**config.mk**
```make
export PLATFORM = sky130hd
export DESIGN_NAME = pipe_ctrl
export DESIGN_NICKNAME = d
export VERILOG_FILES = /design/src/rtl/pipe_ctrl.sv
export SDC_FILE = /design/constraint.sdc
export NUM_CORES = 1
export LEC_CHECK = 0
export ABC_AREA = 1
export CORE_MARGIN = 8
export CORE_UTILIZATION = 46
export DETAILED_ROUTE_END_ITERATION = 10
export PLACE_DENSITY = 0.95
export SLEW_MARGIN = 25
export SYNTH_ARGS = -nofsm -noshare
export SYNTH_HDL_FRONTEND = slang
export SYNTH_SLANG_ARGS = --single-unit
```
**constraint.sdc**
```tcl
create_clock -name clk -period 4 [get_ports clk]
set_input_delay 0.8 -clock clk [delete_from_list [all_inputs] [get_ports clk]]
set_output_delay 0.8 -clock clk [all_outputs]
set_load 0.05 [all_outputs]
```
**src/rtl/pipe_ctrl.sv**
```systemverilog
// Pipeline stall/flush controller: merges stall requests into a stall depth,
// inserts a bubble behind the deepest held stage, holds EX for counted
// multi-cycle operations and sequences exception redirects.
//
// state | meaning
// RUN   | normal flow; stall depth comes from stallreq and mc_start
// MULTI | long-latency EX op in progress; EX and older stages held
// FLUSH | one cycle after a redirect; stale fetch is dropped
module pipe_ctrl #(
  parameter int                    STAGES    = 6,
  parameter int                    NREQ      = 3,
  parameter int                    SW        = 3,
  parameter logic [NREQ*SW-1:0]    REQ_STAGE = {3'd3, 3'd2, 3'd2},
  parameter int                    MC_STAGE  = 3,
  parameter int                    MCW       = 6
) (
  input  logic              clk,
  input  logic              rst,
  input  logic [NREQ-1:0]   stallreq,
  input  logic              mc_start,
  input  logic [MCW-1:0]    mc_len,
  output logic              mc_done,
  input  logic              exc_req,
  input  logic [31:0]       exc_pc,
  output logic [STAGES-1:0] stall,
  output logic [STAGES-1:0] flush,
  output logic              new_pc_valid,
  output logic [31:0]       new_pc,
  output logic              busy,
  output logic [31:0]       stall_cnt
);

  typedef enum logic [1:0] {
    RUN   = 2'd0,
    MULTI = 2'd1,
    FLUSH = 2'd2
  } state_t;

  localparam logic [SW-1:0] MC_S = SW'(MC_STAGE);

  state_t         state;
  state_t         state_nxt;
  logic [MCW-1:0] cnt;
  logic [MCW-1:0] cnt_nxt;
  logic [MCW-1:0] eff_len;
  logic           mc_done_nxt;
  logic           ready;
  logic           act;
  logic           has_s;
  logic [SW-1:0]  s_val;

  // Outputs stay quiet during reset and for the first cycle after release.
  assign act = rst & ready;

  // A zero length behaves like a single-cycle operation.
  assign eff_len = (mc_len == '0) ? MCW'(1) : mc_len;

  // Next-state, hold counter and combinational stall/flush/redirect outputs.
  always_comb begin
    state_nxt    = state;
    cnt_nxt      = cnt;
    mc_done_nxt  = 1'b0;
    stall        = '0;
    flush        = '0;
    new_pc_valid = 1'b0;
    new_pc       = '0;
    has_s        = 1'b0;
    s_val        = '0;

    if (!act) begin
      state_nxt = RUN;
      cnt_nxt   = '0;
    end else if (exc_req) begin
      // Redirect wins over everything; an in-flight hold is abandoned.
      flush        = '1;
      new_pc_valid = 1'b1;
      new_pc       = exc_pc;
      state_nxt    = FLUSH;
      cnt_nxt      = '0;
    end else begin
      case (state)
        RUN, MULTI: begin
          for (int i = 0; i < NREQ; i++) begin
            if (stallreq[i]) begin
              if (!has_s || (REQ_STAGE[i*SW +: SW] > s_val)) begin
                s_val = REQ_STAGE[i*SW +: SW];
              end
              has_s = 1'b1;
            end
          end

          if ((state == MULTI) || mc_start) begin
            if (!has_s || (MC_S > s_val)) begin
              s_val = MC_S;
            end
            has_s = 1'b1;
          end

          if (state == RUN) begin
            if (mc_start) begin
              if (eff_len == MCW'(1)) begin
                mc_done_nxt = 1'b1;
              end else begin
                cnt_nxt   = eff_len - MCW'(1);
                state_nxt = MULTI;
              end
            end
          end else begin
            cnt_nxt = cnt - MCW'(1);
            if (cnt <= MCW'(1)) begin
              state_nxt   = RUN;
              mc_done_nxt = 1'b1;
              cnt_nxt     = '0;
            end
          end

          for (int k = 0; k < STAGES; k++) begin
            stall[k] = has_s && (k <= int'(s_val));
            flush[k] = has_s && (k == int'(s_val) + 1);
          end
        end

        FLUSH: begin
          flush[1]  = 1'b1;
          state_nxt = RUN;
        end

        default: begin
          state_nxt = RUN;
          cnt_nxt   = '0;
        end
      endcase
    end
  end

  // State, hold counter and registered status outputs.
  always_ff @(posedge clk) begin
    if (!rst) begin
      state     <= RUN;
      cnt       <= '0;
      mc_done   <= 1'b0;
      busy      <= 1'b0;
      stall_cnt <= '0;
      ready     <= 1'b0;
    end else begin
      state     <= state_nxt;
      cnt       <= cnt_nxt;
      mc_done   <= mc_done_nxt;
      busy      <= (state_nxt == MULTI);
      stall_cnt <= stall_cnt + {31'd0, stall[0]};
      ready     <= 1'b1;
    end
  end

endmodule

```
# Word-level counts from Yosys, hierarchy flattened
# Index checks and enable logic that the tools add are counted.
dict set report word_totals {
  inputBits 45
  reg_bits 43
  wordCells 125
}
dict set report op_classes {
  mux 65
  reduce_logical 25
  addsub 4
  order_cmp 9
  eq_ne 11
  bitwise_logic 5
}
# cell count
set op_table {}
lappend op_table {{$eq A3 B32 Y1 const A} 2}
lappend op_table {{$mux W32} 2}
lappend op_table {{$mux W6} 10}
lappend op_table {{$mux W3} 18}
lappend op_table {{$add A32 B1 Y32} 1}
lappend op_table {{$eq A2 B32 Y1 const A} 1}
lappend op_table {{$eq A4 B32 Y1 const A} 1}
lappend op_table {{$logic_not A32 Y1} 1}
lappend op_table {{$mux W1} 24}
lappend op_table {{$mux W2} 8}
lappend op_table {{$pmux W6 S2} 1}
lappend op_table {{$sub A6 B1 Y6 const B} 2}
lappend op_table {{$logic_and A1 B1 Y1} 11}
lappend op_table {{$gt A2 B3 Y1 const A} 3}
lappend op_table {{$eq A6 B1 Y1 const B} 1}
lappend op_table {{$le A2 B3 Y1 const A} 2}
lappend op_table {{$le A3 B3 Y1 const A} 2}
lappend op_table {{$le A6 B1 Y1 const B} 1}
lappend op_table {{$logic_not A6 Y1} 1}
lappend op_table {{$ne A3 B3 Y1 const B} 2}
lappend op_table {{$add A3 B1 Y4 const B} 1}
lappend op_table {{$eq A2 B1 Y1 const B} 2}
lappend op_table {{$eq A3 B4 Y1 const A} 1}
lappend op_table {{$logic_or A1 B1 Y1} 4}
lappend op_table {{12 further kinds} 17}

# Depth between registers and ports, before layout
# Gate-level depths: netlist of the first run.
dict set report logic_depth {
  ltp_word 32
  mapped_depth 16
  ltp_nobuf 15
}

# Least setup slack after synthesis of the first run
# Ideal clock, no wire load.
dict set report synth_timing {
  path_kind {input -> register}
  from {input port rst}
  to {register stall_cnt[18]}
  arrival_time_ps 3801
  n_path_buf 1
  path_slack_ps 72
  setup_ps 128
  stages 16
  required_time_ps 3872
  cell_sequence {buf_4 > nand2_1 > nor2_1 > inv_1 > a211oi_1 > ha_1 > ha_1 > nand2_1 > inv_1 > nand2_1 > inv_1 > nand2_2 > inv_2 > nand3_1 > xor2_1 > nor2_1}
}
dict set report synth_between {
  elab_chain_len 3
}
# element line
set synth_rtl {}
lappend synth_rtl {{start, declared} 18} ;# input logic rst,
lappend synth_rtl {{$and A1 B1 Y1} 53} ;# assign act = rst & ready;
lappend synth_rtl {{$mux W6} 70} ;# if (!act) begin
lappend synth_rtl {{net stall[0]} 25} ;# output logic [STAGES-1:0] stall,
lappend synth_rtl {{$add A32 B1 Y32} 150} ;# stall_cnt <= stall_cnt + {31'd0, stall[0]};
lappend synth_rtl {{end signal, assigned} 150}
lappend synth_rtl {{end, declared} 30} ;# output logic [31:0] stall_cnt
# The timed path passes the listed nets, and every way through them passes these cells.
# A chain may end at the register's enable or synchronous reset.

# Worst setup path in the final report of the first run
dict set report layout_timing {
  from {input port rst}
  to {register stall_cnt[10]}
}
dict set report layout_between {
  elab_chain_len 3
}
# element line
set layout_rtl {}
lappend layout_rtl {{$and A1 B1 Y1} 53}
lappend layout_rtl {{$mux W6} 70}
lappend layout_rtl {{$add A32 B1 Y32} 150}
# Parallel ways exist; a longest one is shown, timed or not.

==> key figures, run 1 <==
CTS
  – Clock root cell: clkbuf_8
  – CTS Buf Count: 5
  – Clock Path Buffers: 2
  – Clk pin slew, worst setup/hold paths: 0.09 ns
  – Worst-skew pair later-pin latency: 0.31 ns
  – Clk sinks: 43
  – CTS tree: yes
  – Post-CTS Setup Inserts: 0
  – CTS Hold Bufs: 0
  – Cts repair resizes: 0
  – CTS H-tree depth: 2

Critical path
  – Critical path class: in -> reg
  – Critical path peak fanout: 5
  – Worst path arrival time: 3.44 ns
  – Crit end category: flip-flop
  – CP required: 4.19 ns
  – CP Launch Type: primary input
  – R2r worst-path depth: 14

Global route
  – Grt ovf: 0
  – Antenna violations before repair: 0
  – Largest net degree at the start of global routing: 40
  – Global Route Usage Sum: 23.8%
  – Vias in the first global route: 3,624
  – Global-route wire length before repair: 16,800 um

Floorplanning
  – Initial cell density of the core: 47.0%
  – IO Count: 124
  – Core ar.: 5890 sq um
  – Full die area: 8750 sq um
  – Die span in y: 93.6 um
  – Die width: 93.6 um
  – Row Count: 28

Logic synthesis
  – Synthesized area: 2770 sq um
  – Synth Register Bits: 43
  – Sequential area share after synthesis: 31.1%
  – Syn avg cell area: 6.00 sq um
  – Yosys warnings: 0
  – Synth cell types: 32
  – Syn Inst Count: 461

Hold path
  – Hold/Removal Path Class: reg -> reg
  – Hold depth: 2

Final layout
  – Non-Filler Instances: 656
  – Most common cell after layout, fill and taps aside: nand2_1
  – Most frequent cells in the layout: 130 x nand2_1, 101 x nor2_1, 78 x clkdlybuf4s50_1
  – Layout Nets: 631
  – Diodes inserted: 0
  – Area added between synthesis and finish: 64.5%
  – Ratio of cells with drive above 1 in the final layout: 11.7%
  – Fillers: 387

Timing
  – RSZ-0062 raised after global routing: no
  – Period minus WS final: 3.25 ns
  – Worst-Margin Slew: 0.546 ns
  – Relative max-transition margin: 63.5%
  – Setup TNS: 0 ns
  – Finish-stage setup viols: 0
  – Final Hold Violating Endpoints: 0
  – Setup Skew: 0.00991 ns
  – Final worst-path cycle share: 81.2%
  – Max Freq: 308 MHz
  – Final Slew Violations: 0

Route
  – Initial DRC Count: 206
  – Pre-Repair DR Iteration Count: 4
  – DRT antenna net count: 0
  – Met2 wire length: 5320 um
  – Met3 Wirelength: 1140 um
  – Post-Route WL: 10,500 um
  – Routed WL per cell: 16.0 um
  – Via count: 3,486
  – M1 WL: 3650 um
  – Drt drc: 0
  – Via density: 5.31
  – Highest metal used: met4

Placed design
  – Dpl cells: 648
  – # port buffers: 121
  – Hpwl dp: 8600 um
  – GP Congestion: 0.996

Run
  – Number of max-cap violations: 0

Pwr
  – Worst vdd ir: 181 uV
  – Cell area power density: 212 nW/um^2
  – Lkg Pwr: 1.72 nW

Status
  – Outcome: finished clean
[sequential cells by signal (all words and copies together) (netlist names)]
name	cells
cnt	6
stall_cnt	32
mc_done	1
ready	1
state	2
busy	1
[layout make-up]
type | count | area, sq um | area share (%)
Sequential cell | 43 | 861 | 18.9
Clock inverter | 2 | 12.5 | 0.275
Clock buffer | 6 | 72.6 | 1.59
Tap cell | 75 | 93.8 | 2.06
Timing Repair Buffer | 124 | 1660 | 36.5
Multi-Input combinational cell | 355 | 1660 | 36.4
Inverter | 51 | 191 | 4.20
[kinds of logic (layout without fill, tap and decap cells)]
kind of cell | Yosys count | count (layout) | share of synthesized area (%)
buf+inv | 64 | 183 | 9.13
flops | 43 | 43 | 31.1
xor+xnor | 12 | 12 | 3.80
simple gates | 283 | 283 | 42.9
compound gates | 52 | 52 | 10.2
other cells | 1 | 2 | 0.135
fa+ha+maj | 6 | 6 | 2.71
[synthesized netlist by cell type]
| cell | number | area share, % |
|---|---|---|
| nand2_1 | 130 | 18 |
| nor2_1 | 101 | 14 |
| inv_1 | 48 | 6.5 |
| dfxtp_1 | 43 | 31 |
| a21oi_1 | 24 | 4.3 |
| o21ai_0 | 19 | 3.4 |
| nand3_1 | 16 | 2.9 |
| nor3_1 | 14 | 2.5 |
| xor2_1 | 10 | 3.2 |
| ha_1 | 6 | 2.7 |
| clkbuf_1 | 5 | 0.68 |
| nand3b_1 | 5 | 1.4 |
| nor2_2 | 5 | 1.1 |
| buf_1 | 4 | 0.54 |
| a211oi_1 | 3 | 0.81 |
| buf_4 | 3 | 0.81 |
| inv_2 | 3 | 0.41 |
| nand3_2 | 3 | 1.1 |
| nand4_1 | 3 | 0.68 |
| nand2_2 | 2 | 0.45 |
| o211ai_1 | 2 | 0.54 |
| xnor2_1 | 2 | 0.63 |
| and3_1 | 1 | 0.23 |
| buf_2 | 1 | 0.18 |
| conb_1 | 1 | 0.14 |
| nor2_4 | 1 | 0.41 |
| nor3_4 | 1 | 0.59 |
| o2111ai_1 | 1 | 0.32 |
| o21a_1 | 1 | 0.27 |
| o22ai_1 | 1 | 0.23 |
| o31ai_1 | 1 | 0.27 |
| or2_1 | 1 | 0.23 |
[stage by stage]
stage	power (mW)	worst slack (ns)	area [sq um]	utilization (%)	hold slack [ns]
6_report	0.966	0.751	4550	77.4	0.493
3_5_place_dp	0.694	0.455	4470	75.9	0.477
2_1_floorplan	0.567	0.0717	2770	-	0.449
4_1_cts	0.966	0.766	4550	77.4	0.490
3_3_place_gp	0.686	0.636	4470	75.9	0.463
5_1_grt	0.998	0.558	4550	77.4	0.510
[where the power goes]
group	total (mW)	leakage, nW	internal [mW]	switching, mW
registers	0.435	0.347	0.432	0.00333
clock network	0.281	0.0412	0.122	0.159
logic	0.249	1.33	0.113	0.137
[routing by layer]
| metal | vias to the layer above | global-route usage [%] |
|---|---|---|
| li1 | 1681 | - |
| met1 | 1585 | 23.1 |
| met2 | 186 | 43.9 |
| met3 | 34 | 8.81 |
| met4 | 0 | 10.6 |
| met5 | - | 0 |
[worst max-delay path: stages]
cell	delay [ns]
clkdlybuf4s50_1	0.49
nand2_1	0.07
nor2_1	0.17
inv_1	0.11
a211oi_1	0.41
ha_1	0.30
ha_1	0.19
nand2_1	0.07
inv_1	0.08
nand2_1	0.08
inv_1	0.14
nand2_2	0.11
nor2_2	0.16
xor2_1	0.19
nor2_1	0.06
[final timing paths]
check / slack (ns) / end / start
worst max register to register: 1.29 / stall_cnt[10]$_SDFF_PN0_ / state[0]$_SDFF_PN0_
worst min register to register: 0.49 / stall_cnt[30]$_SDFF_PN0_ / stall_cnt[30]$_SDFF_PN0_
worst min-delay path: 0.49 / stall_cnt[30]$_SDFF_PN0_ / stall_cnt[30]$_SDFF_PN0_
worst max-delay path: 0.75 / stall_cnt[10]$_SDFF_PN0_ / rst
Power figures use the tool's default switching activity.
==> run 2: changes to the inputs <==
CORE_UTILIZATION = 42   (was 46)
PLACE_DENSITY = 0.92   (was 0.95)
clock period = 3.4 ns   (was 4 ns; I/O delays follow)
==> run 2 against run 1 <==
Against the previous run: cell area grew 0.71%; clock power rose by 40%; die area is 7.9% higher; sequential share of layout area shrank 0.13 points; worst setup slack lost 0.41 ns; largest power group unchanged; highest routed layer unchanged.
==> key figures, run 2 (synthesis gave the netlist of run 1 again) <==
Timing
  – Setup Skew: 0.0148 ns (was 0.00991 ns)
  – RSZ-0062 raised after global routing: no (unchanged)
  – Period minus WS final: 3.06 ns
  – Final worst-path cycle share: 89.9%
  – Setup TNS: 0 ns (unchanged)
  – Worst-Margin Slew: 0.542 ns (was 0.546 ns)
  – Final Hold Violating Endpoints: 0 (unchanged)
  – Max Freq: 327 MHz
  – Relative max-transition margin: 63.7% (was 63.5%)
  – Minimum hold slack: 0.490 ns (was 0.493 ns)
  – Final Slew Violations: 0 (unchanged)
  – Finish-stage setup viols: 0 (unchanged)

CTS
  – Cts repair resizes: 0 (unchanged)
  – Clk sinks: 43 (unchanged)
  – Clk pin slew, worst setup/hold paths: 0.07 ns (was 0.09 ns)
  – CTS tree: yes (unchanged)
  – Clock Path Buffers: 2 (unchanged)
  – CTS H-tree depth: 2 (unchanged)
  – CTS Buf Count: 5 (unchanged)
  – CTS Hold Bufs: 0 (unchanged)
  – Post-CTS Setup Inserts: 0 (unchanged)
  – Worst-skew pair later-pin latency: 0.31 ns (about the same)
  – Clock root cell: clkbuf_8 (unchanged)

Route
  – Routed WL per cell: 15.4 um (was 16.0 um)
  – Via count: 3,455 (was 3,486)
  – Drt drc: 0 (unchanged)
  – Initial DRC Count: 336 (was 206)
  – Post-Route WL: 10,100 um (was 10,500 um)
  – DRT antenna net count: 0 (unchanged)
  – Via density: 5.25 (was 5.31)
  – Pre-Repair DR Iteration Count: 6 (was 4)

Final layout
  – Fillers: 458 (was 387)
  – Area added between synthesis and finish: 65.7% (was 64.5%)
  – Diodes inserted: 0 (unchanged)
  – Reg area: 861 sq um (unchanged)
  – Max reg flops: 32 (unchanged)
  – Largest regs: stall_cnt (32), cnt (6), state (2) (unchanged)
  – Register bank with the most flops: stall_cnt (unchanged)
  – Most frequent cells in the layout: 130 x nand2_1, 101 x nor2_1, 78 x clkdlybuf4s50_1 (unchanged)
  – Ratio of cells with drive above 1 in the final layout: 11.9% (was 11.7%)
  – Layout Nets: 632 (was 631)
  – Most common cell after layout, fill and taps aside: nand2_1 (unchanged)
  – Non-Filler Instances: 658 (was 656)
  – Area occupied by multi-input gates: 1660 sq um (about the same)

Global route
  – Antenna violations before repair: 0 (unchanged)
  – Vias in the first global route: 3,499 (was 3,624)
  – Grt ovf: 0 (unchanged)
  – Largest net degree at the start of global routing: 40 (unchanged)
  – Global Route Usage Sum: 21.3% (was 23.8%)
  – Global-route wire length before repair: 17,000 um (was 16,800 um)

Critical path
  – CP max stage delay: 0.48 ns (was 0.49 ns)
  – Crit-path cells: clkdlybuf4s50_1, nand2_1, nor2_1, inv_1, a211oi_2, ha_1, ha_1, nand2_1, inv_1, nand2_1, inv_1, nand2_2, nor2_2, nand2_1, nand2_1, a21oi_1 (was clkdlybuf4s50_1, nand2_1, nor2_1, inv_1, a211oi_1, ha_1, ha_1, nand2_1, inv_1, nand2_1, inv_1, nand2_2, nor2_2, xor2_1, nor2_1)
  – Crit end category: flip-flop (unchanged)
  – CP Launch Type: primary input (unchanged)
  – Critical path class: in -> reg (unchanged)
  – Top Family by Delay on Critical Path: buffers and inverters (unchanged)
  – Most used cell along the critical path: nand2_1
  – CP required: 3.57 ns (was 4.19 ns)
  – Critical path peak fanout: 5 (unchanged)
  – Critical path buffers and inverters: 4 (unchanged)
  – CP max stage cell: clkdlybuf4s50_1 (unchanged)
  – Worst path arrival time: 3.23 ns (was 3.44 ns)

Placed design
  – Dpl cells: 651 (was 648)
  – GP Congestion: 0.970 (was 0.996)
  – Hpwl dp: 8200 um (was 8600 um)
  – # port buffers: 121 (unchanged)

Run
  – Number of max-cap violations: 0 (unchanged)

Hold path
  – Hold/Removal Path Class: reg -> reg (unchanged)

Floorplanning
  – Initial cell density of the core: 43.6% (was 47.0%)
  – Full die area: 9440 sq um (was 8750 sq um)
  – Die span in y: 97.2 um (was 93.6 um)
  – Die width: 97.2 um (was 93.6 um)
  – Row Count: 29 (was 28)
  – IO Count: 124 (unchanged)
  – Core ar.: 6350 sq um (was 5890 sq um)

Pwr
  – Cell area power density: 261 nW/um^2 (was 212 nW/um^2)
  – Worst vdd ir: 262 uV (was 181 uV)
  – Lkg Pwr: 1.74 nW (was 1.72 nW)

Status
  – Outcome: finished clean (unchanged)
-- run 2: tightest hold or removal path, stage by stage, from the launching register on --
cell and delay (ns):
dfxtp_1 0.33, nand2_1 0.06, a21oi_1 0.06
-- run 2: layout make-up --
class                      instances  area share, %
timing repair buffer             125           36.5
multi-input combinational        355           36.3
sequential                        43           18.8
inverter                          51           4.17
tap                               77           2.10
clock buffer                       6           1.58
clock inverter                     1          0.655
-- run 2: worst paths after layout --
kind	startpoint	end	slack, ns	depth (start not counted)
max	rst	stall_cnt[26]$_SDFF_PN0_	0.34	16
min	cnt[5]$_SDFFE_PP0P_	cnt[5]$_SDFFE_PP0P_	0.49	2
max reg2reg	state[0]$_SDFF_PN0_	stall_cnt[26]$_SDFF_PN0_	0.82	15
min reg2reg	cnt[5]$_SDFFE_PP0P_	cnt[5]$_SDFFE_PP0P_	0.49	2
-- run 2: stage by stage --
stage	total power [mW]	instance area (sq um)	setup WS (ns)	util [%]
2_1_floorplan	0.667	2780	0.161	-
3_3_place_gp	0.809	4480	0.277	70.6
3_5_place_dp	0.816	4480	0.146	70.6
4_1_cts	1.20	4590	0.400	72.2
5_1_grt	1.25	4590	0.0636	72.2
6_report	1.20	4590	0.344	72.2
-- run 2: where the power goes --
part,switching (mW),internal (mW),leakage [nW]
clock network,0.178,0.215,0.0513
registers,0.00388,0.508,0.347
logic,0.160,0.134,1.34
total,0.342,0.857,1.74
-- run 2: metal layers --
layer,routed length [um],track usage (%),vias to the layer above
met1,3780,22.7,1588
li1,-,-,1680
met3,790,5.83,29
met4,324,8.76,0
met2,5240,38.3,158
met5,0,0,-
